### src/rtl/rms_meter_pkg.sv
// Shared widths and sqrt FSM state type for the RMS amplitude meter.
// Optional peak tracking is enabled with RMS_PEAK_HOLD_EN.
package rms_meter_pkg;

  localparam int DW         = 22;
  localparam int LOG2_N_DEF = 4;
  localparam int ACC_W      = 2*DW-1+LOG2_N_DEF;
  localparam int RAD_W      = 2*DW;
  localparam int IT_W       = $clog2(DW);

  typedef enum logic [1:0] {
    IDLE,
    RUN,
    DONE
  } sqrt_state_e;

endpackage

### src/rtl/isqrt_seq.sv
// Restoring integer square root, one root bit per clock, MSB first.
// A start in IDLE or DONE loads a new radicand; starts during RUN are ignored.
module isqrt_seq
  import rms_meter_pkg::*;
#(
  parameter int W = DW
) (
  input  logic           clk,
  input  logic           rst_n,
  input  logic           i_start,
  input  logic [2*W-1:0] i_radicand,
  output logic [W-1:0]   o_root,
  output logic           o_done,
  output logic           o_busy
);

  localparam int IW = $clog2(W);

  sqrt_state_e    r_state;
  sqrt_state_e    w_state_nx;
  logic [IW-1:0]  r_iter;
  logic [2*W-1:0] r_rad;
  logic [W:0]     r_rem;
  logic [W-1:0]   r_root;

  logic [W+2:0]   w_cat;
  logic [W+1:0]   w_sub;
  logic [W:0]     w_diff;
  logic           w_take;
  logic           w_load;

  assign w_cat  = {r_rem, r_rad[2*W-1 -: 2]};
  assign w_sub  = {r_root, 2'b01};
  assign w_take = (w_cat >= {1'b0, w_sub});
  // Low bits suffice: a taken trial always fits the remainder width.
  assign w_diff = w_cat[W:0] - w_sub[W:0];
  assign w_load = i_start && (r_state != RUN);

  always_comb begin
    w_state_nx = r_state;
    case (r_state)
      IDLE:    if (i_start) w_state_nx = RUN;
      RUN:     if (r_iter == '0) w_state_nx = DONE;
      DONE:    w_state_nx = i_start ? RUN : IDLE;
      default: w_state_nx = IDLE;
    endcase
  end

  always_ff @(posedge clk or negedge rst_n) begin
    if (!rst_n) begin
      r_state <= IDLE;
      r_iter  <= '0;
      r_rad   <= '0;
      r_rem   <= '0;
      r_root  <= '0;
    end else begin
      r_state <= w_state_nx;
      if (w_load) begin
        r_rad  <= i_radicand;
        r_rem  <= '0;
        r_root <= '0;
        r_iter <= IW'(W-1);
      end else if (r_state == RUN) begin
        r_rad  <= r_rad << 2;
        r_root <= {r_root[W-2:0], w_take};
        r_rem  <= w_take ? w_diff : w_cat[W:0];
        r_iter <= r_iter - 1'b1;
      end
    end
  end

  assign o_root = r_root;
  assign o_done = (r_state == DONE);
  assign o_busy = (r_state == RUN);

endmodule

### src/rtl/rms_amplitude_meter.sv
// Block-window RMS meter: sum of squares, mean by shift, sequential sqrt.
// Define RMS_PEAK_HOLD_EN to add the per-window peak_out output.
module rms_amplitude_meter
  import rms_meter_pkg::*;
#(
  parameter int LOG2_N = LOG2_N_DEF
) (
  input  logic          clk,
  input  logic          reset_n,
  input  logic [DW-1:0] sample_in,
  input  logic          sample_valid,
  output logic [DW-1:0] rms_out,
  output logic          rms_valid,
  output logic          busy,
  output logic          overrun
`ifdef RMS_PEAK_HOLD_EN
  ,
  output logic [DW-1:0] peak_out
`endif
);

  localparam int AW = ACC_W - LOG2_N_DEF + LOG2_N;

  logic [AW-1:0]     r_acc;
  logic [LOG2_N-1:0] r_cnt;
  logic [DW-1:0]     r_rms;
  logic              r_vld;
  logic              r_ovr;

  logic [DW-1:0]     w_abs;
  logic [AW-1:0]     w_sq;
  logic [AW-1:0]     w_sum;
  logic [RAD_W-1:0]  w_mean;
  logic              w_close;
  logic              w_busy;
  logic              w_done;
  logic [DW-1:0]     w_root;

  // Magnitude squared is identical to the signed square.
  assign w_abs   = sample_in[DW-1] ? (~sample_in + 1'b1) : sample_in;
  assign w_sq    = AW'(w_abs) * AW'(w_abs);
  assign w_sum   = r_acc + w_sq;
  assign w_mean  = RAD_W'(w_sum >> LOG2_N);
  assign w_close = sample_valid && (r_cnt == '1);

  always_ff @(posedge clk or negedge reset_n) begin
    if (!reset_n) begin
      r_acc <= '0;
      r_cnt <= '0;
    end else if (sample_valid) begin
      r_cnt <= r_cnt + 1'b1;
      r_acc <= w_close ? '0 : w_sum;
    end
  end

  isqrt_seq #(.W(DW)) u_sqrt (
    .clk        (clk),
    .rst_n      (reset_n),
    .i_start    (w_close),
    .i_radicand (w_mean),
    .o_root     (w_root),
    .o_done     (w_done),
    .o_busy     (w_busy)
  );

  always_ff @(posedge clk or negedge reset_n) begin
    if (!reset_n) begin
      r_rms <= '0;
      r_vld <= 1'b0;
      r_ovr <= 1'b0;
    end else begin
      r_vld <= w_done;
      if (w_done) r_rms <= w_root;
      if (w_close && w_busy) r_ovr <= 1'b1;
    end
  end

  assign rms_out   = r_rms;
  assign rms_valid = r_vld;
  assign busy      = w_busy;
  assign overrun   = r_ovr;

`ifdef RMS_PEAK_HOLD_EN
  logic [DW-1:0] r_peak;
  logic [DW-1:0] r_peak_lat;
  logic [DW-1:0] r_peak_out;
  logic [DW-1:0] w_pk;

  assign w_pk = (w_abs > r_peak) ? w_abs : r_peak;

  always_ff @(posedge clk or negedge reset_n) begin
    if (!reset_n) begin
      r_peak     <= '0;
      r_peak_lat <= '0;
      r_peak_out <= '0;
    end else begin
      if (sample_valid) r_peak <= w_close ? '0 : w_pk;
      if (w_close && !w_busy) r_peak_lat <= w_pk;
      if (w_done) r_peak_out <= r_peak_lat;
    end
  end

  assign peak_out = r_peak_out;
`endif

endmodule

### config.mk
export PLATFORM = sky130hd
export DESIGN_NAME = rms_amplitude_meter
export DESIGN_NICKNAME = d
export VERILOG_FILES = /design/src/rtl/rms_meter_pkg.sv /design/src/rtl/isqrt_seq.sv /design/src/rtl/rms_amplitude_meter.sv
export SDC_FILE = /design/constraint.sdc
export NUM_CORES = 1
export LEC_CHECK = 0
export CORE_MARGIN = 1
export CORE_UTILIZATION = 55
export DETAILED_ROUTE_END_ITERATION = 16
export PLACE_DENSITY = 0.72
export SLEW_MARGIN = 30
export SYNTH_ARGS = -nofsm -noshare
export SYNTH_HDL_FRONTEND = slang
export SYNTH_SLANG_ARGS = --single-unit
### constraint.sdc
create_clock -name clk -period 5.2 [get_ports clk]
set_clock_uncertainty 0.1 [all_clocks]
set_input_delay 0.52 -clock clk [delete_from_list [all_inputs] [get_ports clk]]
set_output_delay 0.52 -clock clk [all_outputs]
set_load 0.02 [all_outputs]
======== After elaboration in Yosys (flattened, before gate mapping) ========
Index checks and enable logic that the tools add are counted.
word-level totals
  register bits ........................... 171
  input bits .............................. 25
  output and inout bits ................... 25
cells by class
  add/subtract/negate cells ............... 5
  multipliers ............................. 1
  $lt $le $gt $ge ......................... 1
  equal/unequal tests ..................... 6
  mux-type cells .......................... 15
  bitwise logic cells ..................... 1
  reduce and logical (&&, ||, !) cells .... 7
operator list
  kind                   count
  $mux 44                2
  $mux 23                3
  $mux 22                3
  $add 47x44->47         1
  $mux 47                1
  $mul 22x22->44         1
  $ge 25x24->1           1
  $sub 23x23->23         1
  $add 22x1->22 const B  1
  $not 22->22            1
  $mux 5                 2
  $ne 2x1->1 const B     3
  $pmux 2 s3             1
  $logic_not 5->1        1
  $sub 5x1->5 const B    1
  $add 4x1->4 const B    1
  $eq 4x4->1 const B     1
  $mux 2                 2
  $logic_and 1x1->1      3
  $eq 2x1->1 const B     1
  $eq 2x2->1 const B     1
  $logic_not 2->1        1
  $reduce_and 2->1       1
  $reduce_bool 2->1      1
  $mux 1                 1

======== Longest topological paths before layout ========
  depth in word-level cells ............... 6
  gate-level depth with buffers ........... 37

======== By module ========
Synthesis repeated with hierarchy kept, for this count alone.
unflattened totals
  cell total of the unflattened synthesis .. 2,606
  area total of the unflattened synthesis .. 24,073.1 um2
modules (own cells, without submodules)
  module               instances  cells each  area an instance (um2)  seq. area each (um2)
  rms_amplitude_meter  1          2,000       18,532.8                1,876.8
  isqrt_seq            1          606         5,540.3                 2,402.3

======== Worst setup path before layout ========
Ideal clock, no wire load.
  path type ............................... input -> register
  start point ............................. in sample_in[0]
  end point ............................... reg r_acc[43]
  library setup time ...................... 0.120 ns
  data arrival time ....................... 8.795 ns
  setup slack ............................. -3.816 ns
  cell stages on the path ................. 33
  path buffers ............................ 3
  path through ............................ inv_1 > clkbuf_1 > ha_1 > nand2_1 > or2_1 > or3_1 > or2_1 > o21ai_4 > xor2_4 > buf_2 > nor2_1 > fa_1 > inv_1 > fa_1 > inv_1 > fa_1 > fa_1 > fa_1 > inv_1 > fa_1 > inv_1 > fa_1 > ha_1 > buf_2 > a21oi_1 > a21oi_1 > nor4b_1 > a21oi_1 > o31a_2 > o21ai_2 > o21bai_2 > xor2_1 > a31o_2
between the ends
  longest elaborated chain between the ends .. 6
RTL lines
  item                  line                       text
  start, declared       rms_amplitude_meter.sv:10  input logic [DW-1:0] sample_in,
  $not 22->22           rms_amplitude_meter.sv:40  assign w_abs = sample_in[DW-1] ? (~sample_in + 1'b1) : sample_in;
  $add 22x1->22         rms_amplitude_meter.sv:40
  $mux 22 (*)           rms_amplitude_meter.sv:40
  $mul 22x22->44 (*)    rms_amplitude_meter.sv:41  assign w_sq = AW'(w_abs) * AW'(w_abs);
  $add 47x44->47 (*)    rms_amplitude_meter.sv:42  assign w_sum = r_acc + w_sq;
  $mux 47 (*)           rms_amplitude_meter.sv:52  r_acc <= w_close ? '0 : w_sum;
  end signal, assigned  rms_amplitude_meter.sv:52
  end, declared         rms_amplitude_meter.sv:24  logic [AW-1:0] r_acc;
Mark *: on every way between the ends. The rest lies on a longest branch, timed or not.
A chain may end at the register's enable or synchronous reset.

======== Final worst setup path ========
  start point ............................. in sample_in[4]
  end point ............................... reg u_sqrt.r_rad[34]
between the ends
  longest elaborated chain between the ends .. 6
RTL lines
  item                  line                       text
  $not 22->22           rms_amplitude_meter.sv:40
  $add 22x1->22         rms_amplitude_meter.sv:40
  $mux 22 (*)           rms_amplitude_meter.sv:40
  $mul 22x22->44 (*)    rms_amplitude_meter.sv:41
  $add 47x44->47 (*)    rms_amplitude_meter.sv:42
  $mux 44 (*)           isqrt_seq.sv:58            if (w_load) begin
  end signal, assigned  isqrt_seq.sv:59            r_rad <= i_radicand;
  end signal, assigned  isqrt_seq.sv:64            r_rad <= r_rad << 2;
  end, declared         isqrt_seq.sv:22            logic [2*W-1:0] r_rad;
Marked as above.

==> metrics.md <==
| Metric | Value |
|---|---|
| Status | finished, violations left |
| Failing checks | negative setup slack |
| RR Startpoint | r_acc[10] |
| # fillers | 2933 |
| Vias in the first global route | 20.48k |
| Synthesized cell area | 23330 µm² |
| Worst EP arrival | 8770 ps |
| Root buffer cell | clkbuf_16 |
| DR iter-0 viols | 963 |
| Commonest non-fill, non-tap cell in the layout | inv_1 |
| Detailed-route DRC error count | 0 |
| Slowest stage delay, CP | 560 ps |
| Clock sinks | 171 |
| Die width | 208.0 µm |
| Footprint of the multi-input gates | 18260 µm² |
| Final Max Tran Viols | 0 |
| Crit path capture type | flop |
| Warnings from Yosys | 0 |
| CP Max Fanout | 6 |
| Tightest Pin Transition | 962.0 ps |
| FP Rows | 75 |
| H-tree Lvls | 4 |
| Fin nets | 3619 |
| Crit start category | input port |
| R2R Path End | r_acc[46] |
| Wirelength per Cell | 17.75 µm |
| CTS buffer count | 17 |
| CP Class | in -> reg |
| Critical path's slowest cell | fa_1 |
| Fraction of final layout cells sized beyond drive strength 1 | 0.2754 |
| Max-Cap Viols | 0 |
| Async SR Flop Fraction | 1.000 |
| Setup violations, final | 82 |
| Area grow syn2layout | 30.62% |
| Via count | 19.15k |
| Final hold violation count | 0 |
| Synth Flop Type | dfrtp_1 |
| Fmax | 116.5 MHz |
| FF+latch area | 4279 µm² |
| Worst-path clk slew | 80 ps |
| CP dominant cell by count | fa_1 |
| TNS Setup | -212980 ps |
| Fin crit share | 1.650 |
| Clk_lat worst skew | 440 ps |
| Post-synth EDFFs | 0 |
| Ports | 50 |
| DRT antenna net count | 0 |
| Detail Placement HPWL | 49950 µm |
| Max clock buf depth | 2 |
| Setup WS post-layout | -3381 ps |
| WP data required | 5390 ps |
| GR Util All Layers | 0.2999 |
| Largest net degree at the start of global routing | 91 |
| Worst min-delay path class | in -> async |
| Initial antenna violation count | 0 |
| Chip Height | 208.0 µm |
| GP Congestion | 0.9681 |
| Commonest non-fill, non-tap cells in the layout | 566 x inv_1, 400 x buf_4, 378 x fa_1 |
| WHS | 35.75 ps |
| CTS tree | done |
| Crit path time final | 8581 ps |
| Synthesized flop and latch total | 171 |
| Starting density of the core | 0.5574 |
| Vias/cell | 5.361 |
| Register area share after synthesis | 0.1834 |
| Grt total ovfl | 0 |
| Unrepaired setup endpoints after global routing | yes |
| Core Area | 41850 µm² |
| Distinct cells, synth | 86 |
| First-pass GRT wire length | 103300 µm |
| Initial DRT Pass Iterations | 5 |
| Cell depth of the worst flop-to-flop path | 17 |
| Drt total wl | 63400 µm |
| Hold buffers post-CTS | 0 |
| R2R Setup Slk | 320 ps |
| Synthesized instance count | 2569 |
| Syn Area/Cell | 9.081 µm² |
| Port Buffer Count | 49 |
| Area of the die | 43240 µm² |
| Slew HR | 0.3587 |
==> critical path, delay by kind of cell <==
| kind | cells | cell delay [ps] |
|---|---|---|
| simple gates | 7 | 1480 |
| compound gates | 9 | 1910 |
| fa+ha+maj | 8 | 3880 |
| buf+inv | 8 | 730 |
| xor+xnor | 2 | 240 |
==> cell families (layout without fill, tap and decap cells) <==
| group | Yosys count | count (layout) | share of synthesized area |
|---|---|---|---|
| other | 2 | 19 | 0.0003219 |
| flip-flops | 171 | 171 | 0.1834 |
| adder cells (fa/ha/maj) | 575 | 575 | 0.4339 |
| buffers and inverters | 720 | 1167 | 0.1176 |
| AO/OA/AOI/OAI | 400 | 400 | 0.1084 |
| XOR/XNOR | 98 | 98 | 0.03824 |
| multiplexers | 24 | 24 | 0.01040 |
| AND/OR/NAND/NOR | 579 | 579 | 0.1077 |
==> stage by stage <==
step	setup slack [ps]	util	instances	cell area, µm²
6_report	-3381	0.7281	3572	30470
4_1_cts	-3239	0.7007	3529	29330
5_1_grt	-3650	0.7280	3571	30470
2_1_floorplan	-3384	-	2585	24060
3_3_place_gp	-4241	0.6604	3455	27640
3_5_place_dp	-4395	0.6604	3455	27640
==> worst max path at each step <==
stage            startpoint          endpoint  slack (ps)  depth (start not counted)
2_1_floorplan  sample_in[2]         r_acc[46]       -3380                         33
3_3_place_gp   sample_in[2]         r_acc[46]       -4240                         33
3_5_place_dp   sample_in[2]         r_acc[46]       -4390                         33
4_1_cts        sample_in[4]         r_acc[46]       -3240                         33
5_1_grt        sample_in[4]         r_acc[44]       -3650                         33
6_report       sample_in[4]  u_sqrt.r_rad[34]       -3380                         34
==> state kept, by name, indices dropped and copies added, names as in the netlist <==
| signal | flops |
|---|---|
| rms_valid | 1 |
| u_sqrt.r_state | 2 |
| r_acc | 47 |
| u_sqrt.o_root | 22 |
| overrun | 1 |
| r_cnt | 4 |
| u_sqrt.r_iter | 5 |
| rms_out | 22 |
| u_sqrt.r_rem | 23 |
| u_sqrt.r_rad | 44 |
==> layer usage <==
layer | vias up | wire length, µm | global-route usage | part of all wire
met5 | - | 0 | 0 | 0
met4 | 0 | 1950 | 0.09246 | 0.031
met3 | 128 | 3089 | 0.04030 | 0.049
met2 | 506 | 32060 | 0.5119 | 0.51
met1 | 9674 | 26290 | 0.3992 | 0.41
li1 | 8841 | - | - | -
==> synthesized netlist by cell type, types with 3 or more instances <==
library cell / count / area [µm²]
o21ai_1: 19 / 95.09
a221oi_1: 6 / 52.55
ha_1: 185 / 2315
clkbuf_1: 77 / 289.0
o22ai_1: 37 / 231.5
o21bai_1: 7 / 52.55
nand2_1: 242 / 908.4
nand2b_1: 8 / 50.05
inv_2: 7 / 26.28
nand3_1: 71 / 355.3
and3_1: 11 / 68.82
xnor2_1: 48 / 420.4
o21ai_0: 116 / 580.6
buf_1: 5 / 18.77
nor4b_1: 3 / 26.28
clkinv_1: 5 / 18.77
a31oi_1: 12 / 75.07
o31ai_1: 11 / 82.58
nand4_1: 16 / 100.1
a21oi_1: 94 / 470.5
dfrtp_1: 171 / 4279
fa_1: 390 / 7807
nand2_2: 3 / 18.77
o21ai_2: 4 / 35.03
a211oi_1: 5 / 37.54
nor3_1: 13 / 65.06
buf_2: 14 / 70.07
a21o_1: 36 / 270.3
xor2_1: 47 / 411.6
o21a_1: 10 / 75.07
nor2_1: 175 / 656.9
and2_1: 5 / 31.28
o211ai_1: 9 / 67.56
nor2b_1: 5 / 31.28
or3_1: 9 / 56.30
mux2i_1: 22 / 220.2
inv_1: 608 / 2282
==> cell type report <==
| cell class | count | area share |
|---|---|---|
| Tap cell | 539 | 0.02213 |
| Timing Repair Buffer | 515 | 0.1416 |
| Clock buffer | 18 | 0.01408 |
| Multi-Input combinational cell | 1694 | 0.5993 |
| Inverter | 620 | 0.07748 |
| Sequential cell | 171 | 0.1404 |
| Antenna cell | 1 | 0.00008212 |
| Clock inverter | 14 | 0.004927 |
==> timing repair <==
item	in CTS	in global routing
setup buffers	43	44
pin swaps	111	103
cloned	0	0
endpoints found under the setup margin	82	82
resized for setup	216	184
Power is left out: the tool's default activity adds up to more than one toggle a clock period on the data nets, which glitch-free logic cannot reach.
